==> src/rtl/rice_core_operand_fetch.sv <==
// Operand fetch stage: reads rs1/rs2 from the register file, tracks in-flight
// writes per register to stall on RAW hazards, and bypasses same-cycle writebacks.
module rice_core_operand_fetch #(
   parameter int XLEN          = 32,
   parameter int PAYLOAD_WIDTH = 64,
   parameter int MAX_INFLIGHT  = 4
) (
   input  logic                     i_clk,
   input  logic                     i_rst,
   input  logic                     i_flush,
   input  logic                     i_id_valid,
   output logic                     o_id_ready,
   input  logic [4:0]               i_id_rs1,
   input  logic [4:0]               i_id_rs2,
   input  logic                     i_id_rs1_used,
   input  logic                     i_id_rs2_used,
   input  logic [4:0]               i_id_rd,
   input  logic [PAYLOAD_WIDTH-1:0] i_id_payload,
   input  logic [32*XLEN-1:0]       i_register_file,
   input  logic                     i_wb_valid,
   input  logic [4:0]               i_wb_rd,
   input  logic [XLEN-1:0]          i_wb_value,
   input  logic                     i_wb_error,
   output logic                     o_ex_valid,
   input  logic                     i_ex_ready,
   output logic [XLEN-1:0]          o_ex_rs1_value,
   output logic [XLEN-1:0]          o_ex_rs2_value,
   output logic [4:0]               o_ex_rd,
   output logic [PAYLOAD_WIDTH-1:0] o_ex_payload
);

   localparam int PW = $clog2(MAX_INFLIGHT + 1);

   // Handshake: a transfer happens on a side in any cycle where valid && ready;
   // valid never waits on ready, and the EX-side data holds while valid && !ready.

   logic [PW-1:0]   pend [32];
   logic [PW-1:0]   inflight;
   logic [PW-1:0]   inflight_eff;
   logic [XLEN-1:0] rf [32];
   logic [PW-1:0]   eff1, eff2;
   logic            wb_hit1, wb_hit2;
   logic            hazard;
   logic            accept;
   logic [XLEN-1:0] rs1_val, rs2_val;
   logic [31:0]     pend_inc, pend_dec;

   always_comb begin
      for (int i = 0; i < 32; i++) rf[i] = i_register_file[i*XLEN +: XLEN];
   end

   always_comb begin
      wb_hit1      = i_wb_valid && (i_wb_rd == i_id_rs1) && (i_id_rs1 != 5'd0);
      wb_hit2      = i_wb_valid && (i_wb_rd == i_id_rs2) && (i_id_rs2 != 5'd0);
      eff1         = pend[i_id_rs1] - PW'(wb_hit1);
      eff2         = pend[i_id_rs2] - PW'(wb_hit2);
      hazard       = (i_id_rs1_used && (eff1 != '0)) || (i_id_rs2_used && (eff2 != '0));
      inflight_eff = inflight - PW'(i_wb_valid);
      o_id_ready   = (!o_ex_valid || i_ex_ready) && !hazard &&
                     (inflight_eff < PW'(MAX_INFLIGHT)) && !i_flush;
      accept       = i_id_valid && o_id_ready;
   end

   // A faulted writeback still retires but never provides a bypass value.
   always_comb begin
      rs1_val = '0;
      rs2_val = '0;
      if (i_id_rs1_used && (i_id_rs1 != 5'd0))
         rs1_val = (wb_hit1 && !i_wb_error) ? i_wb_value : rf[i_id_rs1];
      if (i_id_rs2_used && (i_id_rs2 != 5'd0))
         rs2_val = (wb_hit2 && !i_wb_error) ? i_wb_value : rf[i_id_rs2];
   end

   always_comb begin
      for (int r = 0; r < 32; r++) begin
         pend_inc[r] = accept && (i_id_rd == 5'(r)) && (r != 0);
         pend_dec[r] = i_wb_valid && (i_wb_rd == 5'(r)) && (r != 0);
      end
   end

   always_ff @(posedge i_clk) begin
      if (i_rst) begin
         for (int r = 0; r < 32; r++) pend[r] <= '0;
         inflight       <= '0;
         o_ex_valid     <= 1'b0;
         o_ex_rs1_value <= '0;
         o_ex_rs2_value <= '0;
         o_ex_rd        <= '0;
         o_ex_payload   <= '0;
      end else if (i_flush) begin
         for (int r = 0; r < 32; r++) pend[r] <= '0;
         inflight   <= '0;
         o_ex_valid <= 1'b0;
      end else begin
         for (int r = 0; r < 32; r++)
            pend[r] <= pend[r] + PW'(pend_inc[r]) - PW'(pend_dec[r]);
         inflight <= inflight + PW'(accept) - PW'(i_wb_valid);
         if (accept) begin
            o_ex_valid     <= 1'b1;
            o_ex_rs1_value <= rs1_val;
            o_ex_rs2_value <= rs2_val;
            o_ex_rd        <= i_id_rd;
            o_ex_payload   <= i_id_payload;
         end else if (i_ex_ready) begin
            o_ex_valid <= 1'b0;
         end
      end
   end

endmodule

==> config.mk <==
export PLATFORM = sky130hd
export DESIGN_NAME = rice_core_operand_fetch
export DESIGN_NICKNAME = d
export VERILOG_FILES = /design/src/rtl/rice_core_operand_fetch.sv
export SDC_FILE = /design/constraint.sdc
export NUM_CORES = 2
export LEC_CHECK = 0
export CORE_AREA = 2 2 507 509
export DETAILED_ROUTE_END_ITERATION = 16
export DIE_AREA = 0 0 509 511
export REMOVE_ABC_BUFFERS = 1
export SYNTH_ARGS = -nofsm -noshare
export SYNTH_HDL_FRONTEND = slang
export SYNTH_SLANG_ARGS = --single-unit
==> constraint.sdc <==
create_clock -name i_clk -period 21 [get_ports i_clk]
set_clock_uncertainty 0.05 [all_clocks]
set_input_delay 5.25 -clock i_clk [delete_from_list [all_inputs] [get_ports i_clk]]
set_output_delay 5.25 -clock i_clk [all_outputs]
set_load 0.01 [all_outputs]
# Word-level counts from Yosys, hierarchy flattened
# Memory sizes are Yosys's and may differ from the RTL's.
# Cells that the tools add are included.
# totals
register_bits	137
mem_bits_rw	96
input_bits	1149
out_inout_bits	135
word_cells	383
memories	1
# classes
n_addsub	67
magnitude_cmp	3
eq_ne	65
muxes	84
n_bitwise	67
n_reduce_logical	90
# mem_list
memory	depth	width	rd	rd_clocked_by_memory_dff	write_ports	line	source
pend	32	3	33	0	32	37	logic [PW-1:0] pend [32];
# ops
operator	count
32-bit binary-select mux with 5-bit select	2
32-bit two-way mux	8
3-bit two-way mux	64
5-bit equality test, second input constant	32
3-bit by 1-bit subtractor with 3-bit output	35
3-bit by 1-bit adder with 3-bit output	32
5-bit by 4-bit equality test with 1-bit output, second input constant	16
1-bit logical AND	76
1-bit bitwise OR	64
5-bit by 3-bit equality test with 1-bit output, second input constant	8
5-bit by 2-bit equality test with 1-bit output, second input constant	4
6-bit >= comparator, second input constant	2
5-bit inverter with 6-bit output	2
5-bit by 1-bit equality test with 1-bit output, second input constant	2
5-bit equality test	2
1-bit two-way mux	10
5-bit nonzero test	2
3-bit nonzero test	2
1-bit logical NOT	4
2-bit AND reduction	2
3-bit < comparator, second input constant	1
1-bit logical OR	2
2-bit nonzero test	1
2-bit OR reduction	1
other kinds (2)	2

# Longest topological paths before layout
# depth
ltp_word	16
depth_mapped	30
mapped_depth_nobuf	21

# Worst setup path after synthesis
# Ideal clock, no wire load.
# synth_timing
path_type	in2out
startpoint	in i_id_rs2[1]
endpoint	out o_id_ready
t_arrival_ps	8307
t_required_ps	15700
setup_slack_ps	7393
path_stages	15
path_buffers	6
cell_sequence	buf_2 -> buf_2 -> buf_2 -> buf_2 -> buf_2 -> buf_2 -> mux4_2 -> mux4_2 -> mux2i_1 -> ha_1 -> nor2_1 -> a2111oi_0 -> nand4_1 -> nor2_1 -> and3_1
# synth_between
elab_chain_cells	11
word_cells_on_any_way	13
cone_classes	add/sub (1); eq/ne (1); reduce/logical (10); memory (1)
# synth_lines
element	line	source
start, declared	14	input logic [4:0] i_id_rs2,
parallel branches: the longest is 3 deep, another holds memory 32 x 3 bit	-	
3-bit by 1-bit subtractor with 3-bit output (*)	56	eff2 = pend[i_id_rs2] - PW'(wb_hit2);
3-bit nonzero test (*)	57	hazard = (i_id_rs1_used && (eff1 != '0)) || (i_id_rs2_used && (eff2 != '0));
1-bit logical AND (*)	57	
1-bit logical OR (*)	57	
1-bit logical NOT (*)	59	o_id_ready = (!o_ex_valid || i_ex_ready) && !hazard &&
1-bit logical AND (*) (2 in a row)	59	
1-bit logical AND (*)	60	(inflight_eff < PW'(MAX_INFLIGHT)) && !i_flush;
end, declared	12	output logic o_id_ready,
# Every way passes the cells marked *.

# Final worst setup path
# layout_timing
startpoint	in i_id_rs1[1]
endpoint	out o_id_ready
# layout_between
elab_chain_cells	11
word_cells_on_any_way	13
cone_classes	add/sub (1); eq/ne (1); reduce/logical (10); memory (1)
# layout_lines
element	line	source
start, declared	13	input logic [4:0] i_id_rs1,
parallel branches: the longest is 3 deep, another holds memory 32 x 3 bit	-	
3-bit by 1-bit subtractor with 3-bit output (*)	55	eff1 = pend[i_id_rs1] - PW'(wb_hit1);
3-bit nonzero test (*)	57	
1-bit logical AND (*)	57	
1-bit logical OR (*)	57	
1-bit logical NOT (*)	59	
1-bit logical AND (*) (2 in a row)	59	
1-bit logical AND (*)	60	
# Marked as above.

==> run summary <==
HPWL Detailed: 186000 µm
CTS tree: built
Max clock buf depth: 3
CP Capture Type: output pin
I/O pin total: 1284
Net Sw Frac: 0.334
Mapped Avg Cell Area: 13.2 µm²
routability cong.: 0.989
Data arrival, critical path: 9.46 ns
hold bufs inserted after CTS: 0
CTS buffer count: 35
Fin. Hold Viols: 0
Skew-Pair Late Insertion Delay: 0.63 ns
share of layout cells above drive strength 1: 0.247
CTS Root Cell: clkbuf_16
gr usage total: 0.162
#FFs+latches synth: 230
power per cell area: 41.5 nW/µm²
initial antenna violation count: 176
Post-synth EDFFs: 93
CP Cell Sequence: buf_8 -> buf_4 -> mux4_2 -> mux4_2 -> mux2i_1 -> ha_1 -> inv_1 -> a2111oi_0 -> nand4_1 -> nor2_1 -> and3_1 -> clkdlybuf4s50_1
status: complete, no violations
post-synthesis sequential area ratio: 0.182
most numerous cell in the Yosys netlist: mux4_2
DIE AREA: 260000 µm²
Worst Path Max Fanout: 67
static leakage: 16.1 nW
total of max-cap violations: 0
final instance area: 48500 µm²
final std cells w/o fill: 7018
sequential share of power: 0.251
htree depth: 2
Max Freq: 67.8 MHz
Comb power frac: 0.423
worst vdd ir: 0.0000489 V
vias in the first global route: 30.0k
Final Power: 0.00202 W
GRT overflow: 0
nets: 4753
warnings from Yosys: 0
RSZ-0062 raised after global routing: false
Avg WL per Cell: 31.2 µm
die height: 511 µm
top-area cell type share of the netlist area: 0.499
Layout Utilization: 0.190
first-pass detailed-route iteration total: 6
critical path type: in2out
via count: 29.1k
Area after DPL: 47100 µm²
CP most frequent cell: mux4_2
Max-slew headroom: 0.188
DR iter-0 viols: 2463
Pint: 0.00134 W
Crit path buffers/inverters: 4
DRC Markers: 0
critical path's slowest cell: buf_4
most instantiated cells after synthesis: 673 x mux4_2, 163 x mux2i_1, 151 x nand2b_1
cell area after synthesis: 30400 µm²
first-pass GRT wire length: 281000 µm
area leader, netlist: mux4_2
delay-heaviest family, CP: buffers and inverters
ANT nets after route: 0
switching power total: 0.000673 W
Clock transition at path regs: 0.06 ns
ys async rst share: 0
port bufs: 1283
final setup TNS: 0 ns
synth-to-layout area growth: 59.9%
Core Region: 255000 µm²
Crit path largest cell delay: 0.81 ns
CTS resizes: 0
Die W: 509 µm
largest net degree at the start of global routing: 95
prevailing post-synth register cell: dfxtp_1
CTS sink cnt: 230
setup repair bufs after CTS: 0
Synth Instances: 2301
Inst Count DP: 6853
Worst EP required: 15.70 ns
row cnt: 186
initial core utilization: 0.119
CP Launch Type: primary input
power share of the clock group: 0.326
Final Max Tran Viols: 0
final setup violating endpoints: 0
Final min period: 14.76 ns
WL final: 219000 µm
Synth area leaders: mux4_2 50%, edfxtp_1 9.2%, dfxtp_1 9.0%, mux2i_1 5.4%, nand2b_1 3.1%
period utilization: 0.703
Via density: 4.15
synth unique cells: 55
Slew @ Worst Pin: 1.22 ns
HP Class: reg2reg
==> stage by stage <==
stage               setup slack [ns]  hold slack, ns
global route                    5.95           0.444
floorplan                       8.44           0.442
finish                          6.24           0.424
CTS                             6.20           0.428
detailed placement              6.18           0.415
global placement                6.12           0.409
==> state kept, by name, summed over array words and instances (netlist names) <==
signal / cells
pend: 93
o_ex_rd: 5
o_ex_payload: 64
inflight: 3
o_ex_rs2_value: 32
o_ex_valid: 1
o_ex_rs1_value: 32
==> worst paths after layout <==
path	from	end	slack [ns]	cells after the start
max	i_id_rs1[1]	o_id_ready	6.24	12
min	o_ex_payload[29]	o_ex_payload[29]	0.42	2
max reg2reg	pend[19][0]	pend[14][2]	15.18	17
min reg2reg	o_ex_payload[29]	o_ex_payload[29]	0.42	2
==> per-layer routing <==
layer | share of wire | wire length (µm) | vias to the layer above | global-route usage
met5 | 0.0024 | 520 | - | 0
met4 | 0.044 | 9650 | 80 | 0.0670
met3 | 0.11 | 24100 | 437 | 0.0609
met2 | 0.49 | 108000 | 1871 | 0.278
met1 | 0.35 | 77000 | 14991 | 0.177
li1 | - | - | 11763 | -
==> tightest hold or removal path: cells and delay by family, from the launching register on <==
family | cells | cell delay [ns]
DFF | 1 | 0.31
muxes | 1 | 0.06
and+or+nand+nor | 1 | 0.06
==> cell usage in the layout, fill, tap and decap left out, drive strengths merged, types with 17 or more instances in the layout <==
cell type	synthesis	routed
a21oi	71	71
and2	48	48
buf	140	56
clkbuf	112	52
clkdlybuf4s50	0	1272
conb	1	93
dfxtp	137	137
diode	0	101
edfxtp	93	93
fa	32	32
ha	66	66
inv	116	118
mux2	70	70
mux2i	163	163
mux4	673	673
nand2	24	24
nand2b	151	151
nor2	92	92
nor2b	75	75
nor3	27	27
o21ai	69	69
xnor2	56	56
xor2	17	17
==> kinds of logic after synthesis <==
logic type,after synthesis,synth area share
AND/OR/NAND/NOR,459,0.0852
multiplexers,906,0.580
buffers and inverters,368,0.0527
adder cells (fa/ha/maj),98,0.0483
XOR/XNOR,73,0.0211
other,1,0.000124
flip-flops,230,0.182
AO/OA/AOI/OAI,166,0.0301
==> power groups by stage <==
stage,combinational [W],clock [W],sequential [W]
floorplan,0.000345,0,0.000506
global placement,0.000850,0,0.000514
detailed placement,0.000860,0,0.000515
CTS,0.000864,0.000692,0.000505
global route,0.000898,0.000699,0.000507
finish,0.000853,0.000657,0.000506
==> final cells by class <==
| class | count | area, µm² |
|---|---|---|
| Antenna cell | 101 | 253 |
| Clock buffer | 52 | 1080 |
| Fill cell | 27556 | 207000 |
| Clock inverter | 12 | 143 |
| Multi-Input combinational cell | 1795 | 23600 |
| Sequential cell | 230 | 5540 |
| Tap cell | 3384 | 4230 |
| Inverter | 116 | 442 |
| Timing Repair Buffer | 1328 | 13200 |
No activity file was read; power rests on OpenSTA's default activity.
